## src/rtl/image_receiver_if.sv

```systemverilog
`default_nettype none
// ============================================================================
// Module   : image_receiver_if
// Summary  : Serial input and frame-buffer write port of the image receiver.
//            The master is the receiver, and the slave is the serial source
//            plus the frame buffer.
// Revision : 1.0 - initial release
// ============================================================================
interface image_receiver_if;
  logic        uart_in;
  logic        wr_en;
  logic [16:0] wr_address;
  logic [11:0] wr_data;
  logic        frame_active;
  logic        frame_done;
  logic        rx_error;

  modport master (
    input  uart_in,
    output wr_en, wr_address, wr_data, frame_active, frame_done, rx_error
  );

  modport slave (
    output uart_in,
    input  wr_en, wr_address, wr_data, frame_active, frame_done, rx_error
  );
endinterface
`default_nettype wire

```

## src/rtl/image_receiver.sv

```systemverilog
`default_nettype none
// ============================================================================
// Module   : image_receiver
// Summary  : 8N1 UART receiver that reassembles RGB444 pixels. It locks on the
//            frame-start marker pixel and writes each frame into a frame buffer.
// Revision : 1.0 - initial release
// ============================================================================
module image_receiver #(
  parameter int          CLK_FREQ     = 50000000,
  parameter int          BAUD_RATE    = 115200,
  parameter int          NUM_PIXELS   = 76800,
  parameter logic [11:0] START_PIXEL  = 12'h00A,
  parameter int          TIMEOUT_CLKS = 50000
) (
  input  wire logic        clk,
  input  wire logic        rst,
  image_receiver_if.master fb
);

  localparam int c_clks_per_bit = CLK_FREQ / BAUD_RATE;
  localparam int c_cnt_w        = (c_clks_per_bit > 1) ? $clog2(c_clks_per_bit) : 1;
  localparam int c_idle_w       = $clog2(TIMEOUT_CLKS + 1);
  localparam logic [c_cnt_w-1:0]  c_half_m1    = c_cnt_w'(c_clks_per_bit / 2 - 1);
  localparam logic [c_cnt_w-1:0]  c_full_m1    = c_cnt_w'(c_clks_per_bit - 1);
  localparam logic [c_idle_w-1:0] c_timeout_m1 = c_idle_w'(TIMEOUT_CLKS - 1);
  localparam logic [16:0]         c_last_addr  = 17'(NUM_PIXELS - 1);

  // Byte FSM encoding
  localparam logic [2:0] c_bs_idle  = 3'd0;
  localparam logic [2:0] c_bs_start = 3'd1;
  localparam logic [2:0] c_bs_data  = 3'd2;
  localparam logic [2:0] c_bs_stop  = 3'd3;
  localparam logic [2:0] c_bs_wait  = 3'd4;

  // Frame FSM encoding
  localparam logic [0:0] c_fs_hunt = 1'b0;
  localparam logic [0:0] c_fs_recv = 1'b1;

  logic                r_sync1, r_sync2;
  logic [2:0]          r_bs, w_bs_next;
  logic [c_cnt_w-1:0]  r_baud_cnt;
  logic [2:0]          r_bit_idx;
  logic [7:0]          r_shift;
  logic                w_half, w_full;
  logic                w_byte_valid, w_frame_err;
  logic [7:0]          w_rx_byte;

  logic [0:0]          r_fs, w_fs_next;
  logic [7:0]          r_win;
  logic                r_win_vld;
  logic                r_phase_lo;
  logic [3:0]          r_hi;
  logic [16:0]         r_addr;
  logic [c_idle_w-1:0] r_idle_cnt;
  logic                r_done_pend;
  logic                w_marker, w_lock, w_hi_byte, w_bad_hi, w_pix_wr;
  logic                w_last, w_timeout, w_abort;

  logic                r_wr_en;
  logic [16:0]         r_wr_address;
  logic [11:0]         r_wr_data;
  logic                r_frame_active;
  logic                r_frame_done;
  logic                r_rx_error;

  assign w_half    = (r_baud_cnt == c_half_m1);
  assign w_full    = (r_baud_cnt == c_full_m1);
  assign w_rx_byte = r_shift;

  // Two-flop synchroniser on the asynchronous line. It resets to the idle-high level.
  always_ff @(posedge clk) begin
    if (rst) begin
      r_sync1 <= 1'b1;
      r_sync2 <= 1'b1;
    end else begin
      r_sync1 <= fb.uart_in;
      r_sync2 <= r_sync1;
    end
  end

  // Byte FSM state register
  always_ff @(posedge clk) begin
    if (rst) r_bs <= c_bs_idle;
    else     r_bs <= w_bs_next;
  end

  // Byte FSM next state. START rechecks at mid-bit so that short glitches are dropped.
  always_comb begin
    w_bs_next = r_bs;
    case (r_bs)
      c_bs_idle:  if (!r_sync2) w_bs_next = c_bs_start;
      c_bs_start: if (w_half) w_bs_next = r_sync2 ? c_bs_idle : c_bs_data;
      c_bs_data:  if (w_full && (r_bit_idx == 3'd7)) w_bs_next = c_bs_stop;
      c_bs_stop:  if (w_full) w_bs_next = r_sync2 ? c_bs_idle : c_bs_wait;
      c_bs_wait:  if (r_sync2) w_bs_next = c_bs_idle;
      default:    w_bs_next = c_bs_idle;
    endcase
  end

  // Byte FSM outputs: the stop-bit sample either delivers the byte or flags a framing error
  always_comb begin
    w_byte_valid = 1'b0;
    w_frame_err  = 1'b0;
    if ((r_bs == c_bs_stop) && w_full) begin
      w_byte_valid = r_sync2;
      w_frame_err  = !r_sync2;
    end
  end

  // Bit timing and LSB-first shift register
  always_ff @(posedge clk) begin
    if (rst) begin
      r_baud_cnt <= '0;
      r_bit_idx  <= '0;
      r_shift    <= '0;
    end else begin
      if ((w_bs_next != r_bs) || (r_bs == c_bs_idle) || (r_bs == c_bs_wait) ||
          ((r_bs == c_bs_data) && w_full))
        r_baud_cnt <= '0;
      else
        r_baud_cnt <= r_baud_cnt + c_cnt_w'(1);

      if (r_bs == c_bs_start) begin
        r_bit_idx <= '0;
      end else if ((r_bs == c_bs_data) && w_full) begin
        r_shift   <= {r_sync2, r_shift[7:1]};
        r_bit_idx <= r_bit_idx + 3'd1;
      end
    end
  end

  // Frame FSM state register
  always_ff @(posedge clk) begin
    if (rst) r_fs <= c_fs_hunt;
    else     r_fs <= w_fs_next;
  end

  // Frame FSM next state
  always_comb begin
    w_fs_next = r_fs;
    if (r_fs == c_fs_hunt) begin
      if (w_lock) w_fs_next = c_fs_recv;
    end else begin
      if (w_abort || w_last) w_fs_next = c_fs_hunt;
    end
  end

  // Frame FSM decode: marker detection, pixel phase, abort conditions
  always_comb begin
    w_marker  = r_win_vld && (r_win[7:4] == 4'h0) && ({r_win[3:0], w_rx_byte} == START_PIXEL);
    w_lock    = (r_fs == c_fs_hunt) && w_byte_valid && w_marker;
    w_hi_byte = (r_fs == c_fs_recv) && w_byte_valid && !r_phase_lo;
    w_bad_hi  = w_hi_byte && (w_rx_byte[7:4] != 4'h0);
    w_pix_wr  = (r_fs == c_fs_recv) && w_byte_valid && r_phase_lo;
    w_last    = w_pix_wr && (r_addr == c_last_addr);
    w_timeout = (r_fs == c_fs_recv) && (r_bs == c_bs_idle) && (r_idle_cnt == c_timeout_m1);
    w_abort   = (r_fs == c_fs_recv) && (w_bad_hi || w_frame_err || w_timeout);
  end

  // Frame datapath: sliding marker window, pixel assembly, write port, status pulses
  always_ff @(posedge clk) begin
    if (rst) begin
      r_win          <= '0;
      r_win_vld      <= 1'b0;
      r_phase_lo     <= 1'b0;
      r_hi           <= '0;
      r_addr         <= '0;
      r_idle_cnt     <= '0;
      r_done_pend    <= 1'b0;
      r_wr_en        <= 1'b0;
      r_wr_address   <= '0;
      r_wr_data      <= '0;
      r_frame_active <= 1'b0;
      r_frame_done   <= 1'b0;
      r_rx_error     <= 1'b0;
    end else begin
      r_wr_en      <= 1'b0;
      r_done_pend  <= 1'b0;
      r_frame_done <= r_done_pend;
      r_rx_error   <= w_frame_err || w_bad_hi || w_timeout;
      if (r_done_pend) r_frame_active <= 1'b0;

      // A lost byte breaks the window. A rejected high byte may still start a marker.
      if (w_frame_err) begin
        r_win_vld <= 1'b0;
      end else if (w_byte_valid && ((r_fs == c_fs_hunt) || w_bad_hi)) begin
        r_win     <= w_rx_byte;
        r_win_vld <= 1'b1;
      end

      if (w_abort) r_frame_active <= 1'b0;

      if (w_hi_byte && !w_bad_hi) begin
        r_hi       <= w_rx_byte[3:0];
        r_phase_lo <= 1'b1;
      end

      if (w_pix_wr) begin
        r_wr_en      <= 1'b1;
        r_wr_address <= r_addr;
        r_wr_data    <= {r_hi, w_rx_byte};
        r_phase_lo   <= 1'b0;
        if (w_last) r_done_pend <= 1'b1;
        else        r_addr      <= r_addr + 17'd1;
      end

      if (w_lock) begin
        r_wr_en        <= 1'b1;
        r_wr_address   <= '0;
        r_wr_data      <= START_PIXEL;
        r_frame_active <= 1'b1;
        r_addr         <= 17'd1;
        r_phase_lo     <= 1'b0;
        r_win_vld      <= 1'b0;
      end

      // Idle clocks since the last byte. This counter runs only in RECV while the line is quiet.
      if ((r_fs != c_fs_recv) || w_byte_valid)
        r_idle_cnt <= '0;
      else if (r_bs == c_bs_idle)
        r_idle_cnt <= r_idle_cnt + c_idle_w'(1);
    end
  end

  assign fb.wr_en        = r_wr_en;
  assign fb.wr_address   = r_wr_address;
  assign fb.wr_data      = r_wr_data;
  assign fb.frame_active = r_frame_active;
  assign fb.frame_done   = r_frame_done;
  assign fb.rx_error     = r_rx_error;

endmodule
`default_nettype wire

```

## src/flat_wrapper.sv

```systemverilog
// flat-port wrapper written by rule: the top's interface ports become plain ports
module image_receiver_flat 
#(
  parameter int          CLK_FREQ     = 50000000,
  parameter int          BAUD_RATE    = 115200,
  parameter int          NUM_PIXELS   = 76800,
  parameter logic [11:0] START_PIXEL  = 12'h00A,
  parameter int          TIMEOUT_CLKS = 50000
)
  (clk, rst, fb_uart_in, fb_wr_en, fb_wr_address, fb_wr_data, fb_frame_active, fb_frame_done, fb_rx_error);
  image_receiver_if fb_i ();
  input  wire logic clk;
  input  wire logic rst;
  input wire logic [$bits(fb_i.uart_in)-1:0] fb_uart_in;
  output wire logic [$bits(fb_i.wr_en)-1:0] fb_wr_en;
  output wire logic [$bits(fb_i.wr_address)-1:0] fb_wr_address;
  output wire logic [$bits(fb_i.wr_data)-1:0] fb_wr_data;
  output wire logic [$bits(fb_i.frame_active)-1:0] fb_frame_active;
  output wire logic [$bits(fb_i.frame_done)-1:0] fb_frame_done;
  output wire logic [$bits(fb_i.rx_error)-1:0] fb_rx_error;
  assign fb_i.uart_in = fb_uart_in;
  assign fb_wr_en = fb_i.wr_en;
  assign fb_wr_address = fb_i.wr_address;
  assign fb_wr_data = fb_i.wr_data;
  assign fb_frame_active = fb_i.frame_active;
  assign fb_frame_done = fb_i.frame_done;
  assign fb_rx_error = fb_i.rx_error;
  image_receiver #(.CLK_FREQ(CLK_FREQ), .BAUD_RATE(BAUD_RATE), .NUM_PIXELS(NUM_PIXELS), .START_PIXEL(START_PIXEL), .TIMEOUT_CLKS(TIMEOUT_CLKS)) u_core (.clk(clk), .rst(rst), .fb(fb_i));
endmodule
```

## config.mk

```make
export PLATFORM = sky130hd
export DESIGN_NAME = image_receiver_flat
export DESIGN_NICKNAME = d
export VERILOG_FILES = /design/src/rtl/image_receiver_if.sv /design/src/rtl/image_receiver.sv /design/src/flat_wrapper.sv
export SDC_FILE = /design/constraint.sdc
export NUM_CORES = 1
export LEC_CHECK = 0
export CAP_MARGIN = 10
export CORE_ASPECT_RATIO = 1.5
export CORE_MARGIN = 3
export CORE_UTILIZATION = 52
export DETAILED_ROUTE_END_ITERATION = 16
export GPL_ROUTABILITY_DRIVEN = 0
export PLACE_DENSITY = 0.75
export SKIP_CTS_REPAIR_TIMING = 1
export SLEW_MARGIN = 40
export SYNTH_ARGS = -nofsm -noshare
export SYNTH_HDL_FRONTEND = slang
export SYNTH_SLANG_ARGS = --single-unit
```

## constraint.sdc

```tcl
create_clock -name clk -period 1.73 [get_ports clk]
set_input_delay 0.173 -clock clk [delete_from_list [all_inputs] [get_ports clk]]
set_output_delay 0.173 -clock clk [all_outputs]
set_load 0.005 [all_outputs]
```

==> impl_summary.log <==
INFO  metric switching_power_summed_over_all_nets = 957 uW
INFO  metric clock_skew = 0.00965 ns
INFO  metric rsz_0062_raised_after_global_routing = yes
INFO  metric grt_antenna_before_repair = 0
INFO  metric maximum_number_of_pins_on_one_net_before_global_route_repair = 32
INFO  metric floorplan.initialDensity = 53.7%
INFO  metric ys_async_sr_fraction = 0%
INFO  metric layout.nets = 636
INFO  metric synth_area_per_cell = 8.82 sq um
INFO  metric endpoint_kind = flop
INFO  metric floorplan.rows = 41
INFO  metric fraction_of_power_spent_switching_nets = 20.5%
INFO  metric fin_total_pwr = 4.67 mW
INFO  metric status = complete, but fails checks
INFO  metric critical_path.n_buffers_inverters = 2
INFO  metric routed_wire_length_per_instance = 18.2 um
INFO  metric routed-via-count = 4267
INFO  metric fmax = 508 MHz
INFO  metric grt_usage = 21.9%
INFO  metric dr.pass1.iters = 5
INFO  metric die_width = 82.1 um
INFO  metric met2WireLength = 7270 um
INFO  metric static-leakage-power = 2.52 nW
INFO  metric clkSlewWorstSetupHoldPaths = 0.07 ns
INFO  metric max_stage_delay = 0.38 ns
INFO  metric multiInputGateArea = 2610 sq um
INFO  metric final.fill_count = 521
INFO  metric tightest_slew = 0.408 ns
INFO  metric clk_root_buffer_cell = clkbuf_16
INFO  metric hold_depth = 1
INFO  metric timing.slew.headroom = 72.5%
INFO  metric final_max_slew_viol_count = 0
INFO  metric floorplan.io_pins = 36
INFO  metric routed-wl-met3 = 615 um
INFO  metric cts_htree_levels = 3
INFO  metric design.core.area = 8410 sq um
INFO  metric fin_hold_ws = 0.420 ns
INFO  metric finalCritPeriodShare = 114%
INFO  metric route.detailed.drc = 0
INFO  metric placement.io_buffers = 35
INFO  metric finalCriticalPeriod = 1.97 ns
INFO  metric vdd_ir_drop_max = 648 uV
INFO  metric power_report.internal_total = 3.71 mW
INFO  metric power.density_cell_area = 717 nW/um^2
INFO  metric layout-drive-gt1-share = 31.1%
INFO  metric startpoint_type = flop
INFO  metric hold_class = reg2reg
INFO  metric finalSetupViolCount = 63
INFO  metric critical_path_required = 1.97 ns
INFO  metric synth-edff-count = 0
INFO  metric rr_worst_depth = 8
INFO  metric mostFrequentLayoutCells = dfxtp_1, buf_4, nand2_1, nor2_1, clkdlybuf4s50_1
INFO  metric place_ws = -0.192 ns
INFO  metric metal1_wirelength = 4850 um
INFO  metric grt_remaining_overflow = 0
INFO  metric grt_pass1_wl = 17000 um
INFO  metric timing.final.ws_setup = -0.240 ns
INFO  metric dr.max_layer_used = met4
INFO  metric tritoncts = done
INFO  metric via_count_of_the_first_global_routing_pass = 3815
INFO  metric critical-path-top-delay-family = compound AO/OA/AOI/OAI gates
INFO  metric hold_violations = 0
INFO  metric critical_path_depth = 8
INFO  metric maxCapViolCount = 0
INFO  metric critPathMaxFanout = 8
INFO  metric syn-num-nets = 522
INFO  metric seqPwrFrac = 52.8%
INFO  metric ant_nets = 0
INFO  metric portion_of_total_power_attributed_to_combinational_logic = 2.7%
INFO  metric cp.arrival = 2.21 ns
INFO  metric post-place-cells = 696
INFO  metric drt_first_iter_violations = 240
INFO  metric clkLatencyLatePin = 0.35 ns
INFO  metric synthDistinctLibCells = 48
INFO  metric main_flop_type_after_synthesis = dfxtp_1
INFO  metric failed_checks = setup timing
INFO  metric drt-vias-per-instance = 5.79
INFO  metric cts-root-to-sink-buffers = 2
INFO  metric most_common_cell_after_layout_fill_and_taps_aside = dfxtp_1
INFO  metric register_area = 2150 sq um
INFO  metric crit_chain = inv_2 -> ha_4 -> nand3b_1 -> nor4b_4 -> o211ai_4 -> buf_6 -> o31ai_1 -> a21oi_2
INFO  metric clockPowerShare = 44.4%
INFO  metric clock-sinks = 107
INFO  metric drt_wl_total = 13400 um
INFO  metric area_growth_syn_to_layout = 44.2%
INFO  metric critical_path_class = reg2reg
INFO  metric synth_warnings = 0
INFO  metric synth_seq_cells = 107
INFO  metric die_area = 9860 sq um
INFO  metric synth_sequential_area_ratio = 47.4%
INFO  metric cts_buffers = 9
INFO  metric post_layout_nonfiller_instances = 737
INFO  metric dp_hpwl = 7300 um
INFO  metric postSynthCellCount = 512
INFO  metric mappedNetlistArea = 4520 sq um
INFO  metric worst_path_slowest_cell = o31ai_1
INFO  metric fp.dieH = 120 um
INFO  metric n_antenna_cell = 0
==> metrics by stage <==
step	util [%]	setup TNS, ns	instance area (sq um)
floorplan	-	-3.87	4540
global placement	65.0	-3.75	5470
detailed placement	65.0	-4.67	5470
CTS	68.5	-4.44	5760
global route	77.4	-15.89	6510
finish	77.4	-6.81	6510
==> synth_stat cells, types with 2 or more instances <==
master,n,share of area (%)
or3_1,7,0.97
and3b_1,3,0.58
nand3_1,16,1.8
nor2b_1,4,0.55
or4_1,4,0.66
nor4_1,6,0.83
nand3b_1,3,0.50
clkbuf_1,14,1.2
o31ai_1,3,0.50
or2_2,3,0.42
o32ai_1,2,0.39
nor4b_1,3,0.58
nand2b_1,3,0.42
mux2i_1,23,5.1
buf_2,14,1.6
xnor2_1,19,3.7
and3_1,13,1.8
a21oi_1,41,4.5
nand2_1,70,5.8
o21ai_0,10,1.1
nor4bb_1,3,0.66
nor2_1,59,4.9
and2_1,2,0.28
nand4_1,13,1.8
a211oi_1,4,0.66
xor2_1,12,2.3
nor3_2,2,0.44
nor3_1,13,1.4
dfxtp_1,107,47
ha_1,7,1.9
and4_1,4,0.78
inv_1,9,0.75
==> registers in the layout, indices dropped and copies added (netlist names), 3 cells and up <==
name	cells
u_core.fb.wr_address	17
u_core.r_addr	17
u_core.r_idle_cnt	16
u_core.r_bs	3
u_core.r_win	8
u_core.r_hi	4
u_core.r_bit_idx	3
u_core.r_shift	8
u_core.fb.wr_data	12
u_core.r_baud_cnt	9
==> path summary, 6_finish.rpt <==
kind / from / end / slack [ns]
min: u_core.r_sync1 / u_core.r_sync2 / 0.42
max: u_core.r_baud_cnt[1] / u_core.r_addr[9] / -0.24
min reg2reg: u_core.r_sync1 / u_core.r_sync2 / 0.42
max reg2reg: u_core.r_baud_cnt[1] / u_core.r_addr[9] / -0.24
==> power groups by stage <==
stage               registers (mW)  clock network [mW]  logic, mW
finish                        2.47                2.07      0.128
detailed placement            2.52                   0     0.0812
CTS                           2.47                2.07     0.0812
global placement              2.52                   0     0.0796
global route                  2.47                2.20      0.135
floorplan                     2.52                   0     0.0502
==> cells by family after synthesis <==
group | Yosys count | synth area share, %
mux | 23 | 5.10
xor+xnor | 31 | 6.01
flops | 107 | 47.4
fa+ha+maj | 7 | 1.94
buf+inv | 39 | 3.88
compound gates | 69 | 9.17
simple gates | 236 | 26.5
==> layer usage <==
layer / track usage (%) / vias to the layer above
li1: - / 1993
met1: 25.6 / 2058
met2: 38.6 / 158
met3: 4.35 / 58
met4: 8.00 / 0
met5: 0 / -
==> cell type report <==
type / count / area share [%]
multi-input cells: 366 / 40.0
repair buffers: 133 / 19.8
clock inverters: 2 / 0.538
clock buffers: 13 / 4.00
well taps: 107 / 2.06
flip-flops and latches: 107 / 33.1
inverters: 9 / 0.519
Power figures use the tool's default switching activity.
